`config.mk`:
```
export PLATFORM = sky130hd
export DESIGN_NAME = seq_divider
export DESIGN_NICKNAME = d
export VERILOG_FILES = /design/src/rtl/seq_div_pkg.sv /design/src/rtl/div_step.sv /design/src/rtl/seq_divider.sv
export SDC_FILE = /design/constraint.sdc
export NUM_CORES = 1
export LEC_CHECK = 0
export CORE_MARGIN = 4
export CORE_UTILIZATION = 52
export DETAILED_ROUTE_END_ITERATION = 16
export PLACE_DENSITY = 0.86
export SYNTH_ARGS = -nofsm -noshare
export SYNTH_HDL_FRONTEND = slang
export SYNTH_SLANG_ARGS = --single-unit
```
`constraint.sdc`:
```
create_clock -name clk -period 1.9 [get_ports clk]
set_input_delay 0.38 -clock clk [delete_from_list [all_inputs] [get_ports clk]]
set_output_delay 0.38 -clock clk [all_outputs]
set_load 0.02 [all_outputs]
```
`src/rtl/seq_div_pkg.sv`:
```
// Shared types and defaults for the sequential restoring divider.
// Holds the FSM state encoding, default widths and the bit-counter width helper.
package seq_div_pkg;

  localparam int DEF_DW = 8;
  localparam int DEF_VW = 4;

  typedef enum logic [1:0] {
    ST_IDLE = 2'd0,
    ST_CALC = 2'd1,
    ST_DONE = 2'd2
  } state_t;

  // Enough bits to count DW iterations inclusive.
  function automatic int cnt_width(input int dw);
    return $clog2(dw + 1);
  endfunction

endpackage

```
`src/rtl/div_step.sv`:
```
// One restoring-division step: shift the next dividend bit into the partial
// remainder, subtract the divisor when it fits, and emit the quotient bit.
module div_step
  import seq_div_pkg::*;
#(
  parameter int VW = DEF_VW
) (
  input  logic [VW-1:0] r_in,
  input  logic          n_bit,
  input  logic [VW-1:0] d,
  output logic [VW-1:0] r_out,
  output logic          q_bit
);

  logic [VW:0] shifted;

  // The remainder stays below the divisor, so the shifted value needs one extra bit.
  assign shifted = {r_in, n_bit};
  assign q_bit   = (shifted >= {1'b0, d});
  assign r_out   = VW'(q_bit ? (shifted - {1'b0, d}) : shifted);

endmodule

```
`src/rtl/seq_divider.sv`:
```
// Iterative restoring divider, one quotient bit per clock, valid/ready on both sides.
// Optional macro SEQ_DIV_DBZ_EN: divide-by-zero short-cut with a dbz flag.
module seq_divider
  import seq_div_pkg::*;
#(
  parameter int DW = DEF_DW,
  parameter int VW = DEF_VW
) (
  input  logic          clk,
  input  logic          rst_n,
  input  logic          in_valid,
  output logic          in_ready,
  input  logic [DW-1:0] dividend,
  input  logic [VW-1:0] divisor,
  output logic          out_valid,
  input  logic          out_ready,
  output logic [DW-1:0] quotient,
  output logic [VW-1:0] remainder,
  output logic          dbz
);

  localparam int            CW   = cnt_width(DW);
  localparam logic [CW-1:0] LAST = CW'(DW - 1);

  state_t        state, state_next;
  logic [DW-1:0] dvd_q;
  logic [VW-1:0] dvs_q;
  logic [VW-1:0] r_q;
  logic [DW-1:0] q_acc;
  logic [CW-1:0] cnt;
  logic [VW-1:0] r_next;
  logic          q_bit;
  logic [DW-1:0] q_shift;
  logic          calc_done;

  div_step #(.VW(VW)) u_step (
    .r_in  (r_q),
    .n_bit (dvd_q[DW-1]),
    .d     (dvs_q),
    .r_out (r_next),
    .q_bit (q_bit)
  );

  assign q_shift   = (q_acc << 1) | DW'(q_bit);
  assign in_ready  = (state == ST_IDLE);
  assign out_valid = (state == ST_DONE);

`ifdef SEQ_DIV_DBZ_EN
  logic dbz_pend;
  logic dbz_q;

  // A zero divisor spends a single CALC cycle and then reports through dbz.
  assign calc_done = dbz_pend || (cnt == LAST);
  assign dbz       = dbz_q;
`else
  assign calc_done = (cnt == LAST);
  assign dbz       = 1'b0;
`endif

  // NOTE: sequential state uses non-blocking assignments so every register
  // samples the pre-edge values, independent of block ordering.
  always_ff @(posedge clk or negedge rst_n) begin
    if (!rst_n) state <= ST_IDLE;
    else        state <= state_next;
  end

  // NOTE: assigning the default first keeps this block purely combinational;
  // any path that left state_next unassigned would infer a latch.
  always_comb begin
    state_next = state;
    unique case (state)
      ST_IDLE: if (in_valid)  state_next = ST_CALC;
      ST_CALC: if (calc_done) state_next = ST_DONE;
      ST_DONE: if (out_ready) state_next = ST_IDLE;
      default:                state_next = ST_IDLE;
    endcase
  end

  // NOTE: the datapath registers are reset alongside the FSM because an abort
  // must return the visible outputs to zero at once, not on the next result.
  always_ff @(posedge clk or negedge rst_n) begin
    if (!rst_n) begin
      dvd_q     <= '0;
      dvs_q     <= '0;
      r_q       <= '0;
      q_acc     <= '0;
      cnt       <= '0;
      quotient  <= '0;
      remainder <= '0;
`ifdef SEQ_DIV_DBZ_EN
      dbz_pend  <= 1'b0;
      dbz_q     <= 1'b0;
`endif
    end else begin
      unique case (state)
        ST_IDLE: begin
          if (in_valid) begin
            dvd_q    <= dividend;
            dvs_q    <= divisor;
            r_q      <= '0;
            q_acc    <= '0;
            cnt      <= '0;
`ifdef SEQ_DIV_DBZ_EN
            dbz_pend <= (divisor == '0);
`endif
          end
        end
        ST_CALC: begin
          dvd_q <= dvd_q << 1;
          r_q   <= r_next;
          q_acc <= q_shift;
          cnt   <= cnt + CW'(1);
          if (calc_done) begin
            quotient  <= q_shift;
            remainder <= r_next;
`ifdef SEQ_DIV_DBZ_EN
            if (dbz_pend) begin
              quotient  <= '1;
              remainder <= '0;
              dbz_q     <= 1'b1;
            end
`endif
          end
        end
`ifdef SEQ_DIV_DBZ_EN
        ST_DONE: begin
          if (out_ready) dbz_q <= 1'b0;
        end
`endif
        default: ;
      endcase
    end
  end

endmodule

```
==> results of run 1 <==
-- area by class of cell --
type	count	area [um^2]	share of cell area, %
repair buffers	39	374.1	15.22
inverters	6	22.52	0.9160
clock buffers	5	68.82	2.799
clock inverters	3	68.82	2.799
well taps	46	57.56	2.341
multi-input cells	134	840.8	34.20
flip-flops and latches	41	1026	41.73
-- cells in the mapped netlist --
cell | number | area (um^2)
clkbuf_1 | 1 | 3.750
a211oi_4 | 1 | 20.02
a22oi_1 | 6 | 45.04
o21ai_0 | 19 | 95.09
fa_1 | 1 | 20.02
nor2b_1 | 10 | 62.56
nor2_1 | 6 | 22.52
o21bai_1 | 1 | 7.510
o211ai_1 | 2 | 15.01
a22o_1 | 10 | 87.58
nand4_1 | 1 | 6.260
o21ai_2 | 1 | 8.760
mux2i_1 | 3 | 30.03
nand2b_2 | 1 | 8.760
nand2_1 | 42 | 157.7
ha_1 | 5 | 62.56
o21ai_1 | 2 | 10.01
and3b_1 | 1 | 8.760
o21a_2 | 1 | 8.760
a21oi_1 | 8 | 40.04
xor2_1 | 1 | 8.760
a21o_1 | 1 | 7.510
conb_1 | 1 | 3.750
nand3b_1 | 1 | 7.510
buf_4 | 1 | 7.510
dfrtp_1 | 41 | 1026
nor3_1 | 1 | 5.000
nand2b_4 | 1 | 13.76
buf_2 | 8 | 40.04
nor3_2 | 1 | 10.01
nand3_1 | 3 | 15.01
nand2b_1 | 1 | 6.260
inv_1 | 6 | 22.52
mux2_2 | 2 | 22.52
-- where the power goes --
group	switching, mW	internal [mW]
Clock	0.318	0.529
Sequential	0.290	1.28
Combinational	1.16	1.02
-- registers in the layout, indices dropped and copies added (netlist names) --
signal and cells:
r_q 4, dvd_q 8, cnt 4, remainder 4
state 2, dvs_q 4, q_acc 7, quotient 8
-- metrics by stage --
| stage | TNS [ps] | instances | cell area (um^2) | total power [mW] | util, % |
|---|---|---|---|---|---|
| 2_1_floorplan | 0 | 191 | 1917 | 2.940 | - |
| 3_3_place_gp | -1003 | 265 | 2288 | 3.551 | 66.48 |
| 3_5_place_dp | -973.5 | 265 | 2288 | 3.649 | 66.48 |
| 4_1_cts | 0 | 273 | 2432 | 4.560 | 70.67 |
| 5_1_grt | -13.70 | 274 | 2459 | 4.935 | 71.43 |
| 6_report | 0 | 274 | 2459 | 4.589 | 71.43 |
-- placed cells by master (no fill, tap or decap), types with 2 or more instances in the layout --
cell	netlist	routed
mux2_2	2	2
nand3_1	3	3
o21ai_0	19	19
nor2b_1	10	10
nand2_1	42	42
buf_4	1	9
bufinv_16	0	2
nor2_1	6	6
a21oi_1	8	7
clkdlybuf4s50_1	0	26
a22oi_1	6	6
mux2i_1	3	3
clkbuf_8	0	5
o21ai_1	2	2
o211ai_1	2	2
inv_1	6	5
ha_1	5	4
a22o_1	10	10
dfrtp_1	41	41
-- worst max path at each step --
stage / from / slack [ps] / endpoint / depth (start not counted)
6_report: r_q[0]$_DFFE_PN0P_ / 50 / remainder[0]$_DFFE_PN0P_ / 5
5_1_grt: dvd_q[7]$_DFFE_PN0P_ / -8 / remainder[0]$_DFFE_PN0P_ / 7
4_1_cts: state[0]$_DFFE_PN0P_ / 10 / in_ready / 2
3_5_place_dp: in_valid / -150 / cnt[2]$_DFFE_PN0P_ / 4
3_3_place_gp: in_valid / -140 / cnt[2]$_DFFE_PN0P_ / 4
2_1_floorplan: dvs_q[0]$_DFFE_PN0P_ / 170 / remainder[0]$_DFFE_PN0P_ / 6
-- layer usage --
metal / wire (um) / share of wire [%]
met1: 1809 / 46
met2: 1890 / 48
met3: 191 / 4.8
met4: 55 / 1.4
met5: 0 / 0
-- cells by family after synthesis --
| group | share of synthesized area, % |
|---|---|
| adder cells (fa/ha/maj) | 4.308 |
| AND/OR/NAND/NOR | 16.91 |
| multiplexers | 2.741 |
| AO/OA/AOI/OAI | 18.02 |
| other | 0.1956 |
| buffers and inverters | 3.851 |
| flip-flops | 53.52 |
| XOR/XNOR | 0.4570 |
-- what timing repair did --
action                     4_1_cts  5_1_grt
setup endpoints to repair        2        5
pin swaps                        1        1
setup buffers                    0        1
resized for setup                2        4
cloned                           0        0
-- critical path: cells and delay by family, from the launching register on --
| kind | cells | cell delay (ps) |
|---|---|---|
| muxes | 2 | 450 |
| adders and majority gates | 1 | 350 |
| AOI/OAI and AO/OA | 2 | 480 |
| DFF | 1 | 450 |
==> flow_summary.ini, run 1 <==
[clock_tree]
holdBufCountCts = 0
cts-root-buf = clkbuf_8
htree_num_levels = 2
clock_path_buffers = 2
cts_tree = yes
cts_made_buffers = 5
cts_sinks = 41
clk_pin_slew_ps = 90
insertion_delay_ps = 300

[sta]
hold_viol = 0
drv_slew = 0
worstMarginPinSlew_ps = 1104
hold_slack_ps = 32.49
setup_viol = 0
slew-limit-headroom_pct = 26.24
fin_ws_ps = 49.37
min_period_ps = 1851
period_share_pct = 97.40
fmax_mhz = 540.4
clock_skew_ps = 8.656

[setup_path]
critPathKind = reg2reg
max_stage_delay_ps = 450
cp_data_required_time_ps = 2080
reg2reg_slack_ps = 50
r2r_cells = 5
critPathCaptureType = flip-flop
worstPathArrival_ps = 2030
critPathLaunchType = flip-flop
regToRegEndpoint = remainder[0]$_DFFE_PN0P_
critical_path.max_fanout = 5
rr_startpoint = r_q[0]$_DFFE_PN0P_
crit_slowest_cell = dfrtp_1
crit_chain = ha_1 > a211oi_4 > o21ai_4 > mux2i_1 > mux2_2

[die]
ios = 31
placementRows = 21
dieArea_mm2 = 0.004722
die_h_um = 68.72
die_x_um = 68.72
start_util_pct = 55.69
core_area_mm2 = 0.003442

[global_route]
grt_usage_pct = 19.01
grt_pass1_vias = 1442
grt_pass1_wl_um = 6589
grt.overflow.total = 0
antenna_found_initial = 0
use_met1_pct = 25.16
grt_max_degree = 23
grt_use_met2_pct = 29.08
top_usage_layer = met2
grt_use_met3_pct = 5.673

[worst_hold_path]
hold_class = in2async

[synth]
ys_warn_count = 0
syn_nets = 213
syn_avg_cell_area_um2 = 10.04
synthCells = 191
ys_seq_area_share_pct = 53.52
synth_seq_cells = 41
syn_area_mm2 = 0.001917
synth_cell_type_count = 34

[cells_and_area]
syn_to_final_growth_pct = 28.26
nFillCells = 272
antenna_cells = 0
nNetsFinal = 249
drive_above_1_share_pct = 13.16

[power]
cellLeakagePower_nw = 1.156
ir_drop_mv = 0.8084
p_per_area_mw_per_mm2 = 1866

[job]
drv_cap = 0

[place]
portBuffers = 29
place.gp.congestion = 0.7980
dp_hpwl_um = 2740
post-place-ws_ps = -153.0

[routing]
drt_iter0_drc = 82
wl_um = 3946
ant_nets = 0
wl_per_cell_um = 14.40
drc_errors = 0
firstDrtPassIters = 4
via_per_inst = 5.460
vias = 1496

[status]
status = finished clean
Note: power is estimated with default switching activity, not from simulation.
==> run 2, diff against run 1 <==
--- a/config.mk
+++ b/config.mk
@@ -5,10 +5,12 @@
 export SDC_FILE = /design/constraint.sdc
 export NUM_CORES = 1
 export LEC_CHECK = 0
+export CAP_MARGIN = 5
 export CORE_MARGIN = 4
-export CORE_UTILIZATION = 52
+export CORE_UTILIZATION = 60
 export DETAILED_ROUTE_END_ITERATION = 16
-export PLACE_DENSITY = 0.86
+export DONT_BUFFER_PORTS = 1
+export PLACE_DENSITY = 0.84
 export SYNTH_ARGS = -nofsm -noshare
 export SYNTH_HDL_FRONTEND = slang
 export SYNTH_SLANG_ARGS = --single-unit
==> flow_summary.ini, run 2 (synthesis results as in run 1) <==
[status]
status = finished clean

[sta]
fmax_mhz = 540.3
setup_viol = 0
clock_skew_ps = 11.60
hold_slack_ps = 123.7
slew-limit-headroom_pct = 56.06
period_share_pct = 97.41
drv_slew = 0
min_period_ps = 1851
worstMarginPinSlew_ps = 658.7
fin_ws_ps = 49.17
hold_viol = 0

[setup_path]
rr_startpoint = dvs_q[0]$_DFFE_PN0P_
cp_data_required_time_ps = 2200
critical_path.max_fanout = 3
critPathLaunchType = flip-flop
cp_common_cell = o211ai_1
crit_slowest_cell = dfrtp_1
crit_chain = ha_1 > nand2b_4 > a211oi_4 > buf_4 > o211ai_1 > o211ai_1 > a22o_1
worstPathArrival_ps = 2150
critPathLaunch = dvs_q[0]$_DFFE_PN0P_
reg2reg_slack_ps = 50
critPathCaptureType = flip-flop
critPathKind = reg2reg
r2r_cells = 7
regToRegEndpoint = r_q[3]$_DFFE_PN0P_
max_stage_delay_ps = 410

[place]
dp.cells = 231
post_dp_cell_area_mm2 = 0.001966
post-place-ws_ps = 28.47
dp_hpwl_um = 2641
portBuffers = 0
place.gp.congestion = 0.8025

[routing]
firstDrtPassIters = 4
wl_um = 3773
vias = 1382
drt_iter0_drc = 67
ant_nets = 0
via_per_inst = 5.711
wl_per_cell_um = 15.59
drc_errors = 0

[power]
p_per_area_mw_per_mm2 = 1862
p_sw_share_pct = 42.84
fin_total_pwr_mw = 3.874
internal_power_mw = 2.215
p_clk_share_pct = 11.7
cellLeakagePower_nw = 0.9909
p_sw_mw = 1.660
seq_power_share_pct = 44.5
p_comb_share_pct = 43.8
ir_drop_mv = 0.9357

[die]
die_h_um = 64.52
dieArea_mm2 = 0.004163
placementRows = 20
die_x_um = 64.52
core_area_mm2 = 0.003053
start_util_pct = 62.79
ios = 31

[clock_tree]
cts_made_buffers = 5
htree_num_levels = 2
insertion_delay_ps = 360
cts-root-buf = clkbuf_4
clk_pin_slew_ps = 120
cts_tree = yes
cts_sinks = 41
clock_path_buffers = 2

[cells_and_area]
layout_common_cells = nand2_1 (42), dfrtp_1 (41), o21ai_0 (19)
instances_no_fill = 242
final_common_cell = nand2_1
drive_above_1_share_pct = 12.63
nNetsFinal = 220
antenna_cells = 0
syn_to_final_growth_pct = 8.551
final_area_mm2 = 0.002081
reg.largest.list = dvd_q x8, quotient x8, q_acc x7
nFillCells = 266

[worst_hold_path]
hold_class = in2reg
min_path_cells = 2
min_to = dvs_q[0]$_DFFE_PN0P_
hp-start = divisor[0]

[global_route]
grt_max_degree = 42
grt.overflow.total = 0
grt_pass1_vias = 1447
grt_usage_pct = 20.80
antenna_found_initial = 0
grt_pass1_wl_um = 6541

[job]
drv_cap = 0
==> run 2: cell types whose count changed in the layout (fill, tap and decap cells not counted), moves of 2 or more <==
cell and change:
clkdlybuf4s50_1 -26, clkbuf_4 +5, clkbuf_8 -4, bufinv_16 -2
==> run 2: worst max-delay path: cells and delay by family (launching register included) <==
family	cells	cell delay [ps]
adder cells (fa/ha/maj)	1	320
AND/OR/NAND/NOR	1	160
AO/OA/AOI/OAI	4	750
buffers and inverters	1	160
flip-flops	1	410
==> run 2: how the worst max path moves through the flow <==
stage	end	slack (ps)	cells after the start
floorplan	remainder[0]$_DFFE_PN0P_	170	6
global placement	remainder[0]$_DFFE_PN0P_	130	6
detailed placement	remainder[0]$_DFFE_PN0P_	30	6
CTS	remainder[0]$_DFFE_PN0P_	20	6
global route	remainder[3]$_DFFE_PN0P_	-30	7
finish	r_q[3]$_DFFE_PN0P_	50	7
==> run 2: power groups by stage <==
| stage | Combinational [mW] | Clock (mW) | Sequential, mW |
|---|---|---|---|
| global placement | 1.47 | 0 | 1.72 |
| finish | 1.70 | 0.453 | 1.72 |
| detailed placement | 1.58 | 0 | 1.74 |
| global route | 1.92 | 0.499 | 1.78 |
| floorplan | 1.28 | 0 | 1.66 |
| CTS | 1.61 | 0.463 | 1.73 |
==> run 2: what timing repair did <==
action / 4_1_cts / 5_1_grt
resized for setup: 0 / 2
setup buffers: 0 / 2
hold buffers: 2 / 0
setup endpoints to repair: 0 / 4
hold endpoints to repair: 41 / 0
==> run 2: metal layers <==
layer	routed length [um]	vias to the layer above	GRT usage (%)
met3	126	7	5.026
met2	1927	26	35.57
met5	0	-	0
met4	99	0	12.14
met1	1620	686	23.61
li1	-	663	-
==> run 2: area by class of cell <==
| type | count | area [um^2] | area share, % |
|---|---|---|---|
| repair buffers | 10 | 90.09 | 4.330 |
| multi-input cells | 134 | 828.3 | 39.81 |
| inverters | 6 | 22.52 | 1.082 |
| flip-flops and latches | 41 | 1026 | 49.31 |
| clock inverters | 1 | 7.507 | 0.3608 |
| well taps | 44 | 55.05 | 2.646 |
| clock buffers | 6 | 51.30 | 2.465 |
==> run 2: per-stage QoR <==
stage	utilization, %	TNS (ps)
2_1_floorplan	-	0
3_3_place_gp	64.39	0
3_5_place_dp	64.39	0
4_1_cts	67.30	0
5_1_grt	68.16	-43.08
6_report	68.16	0
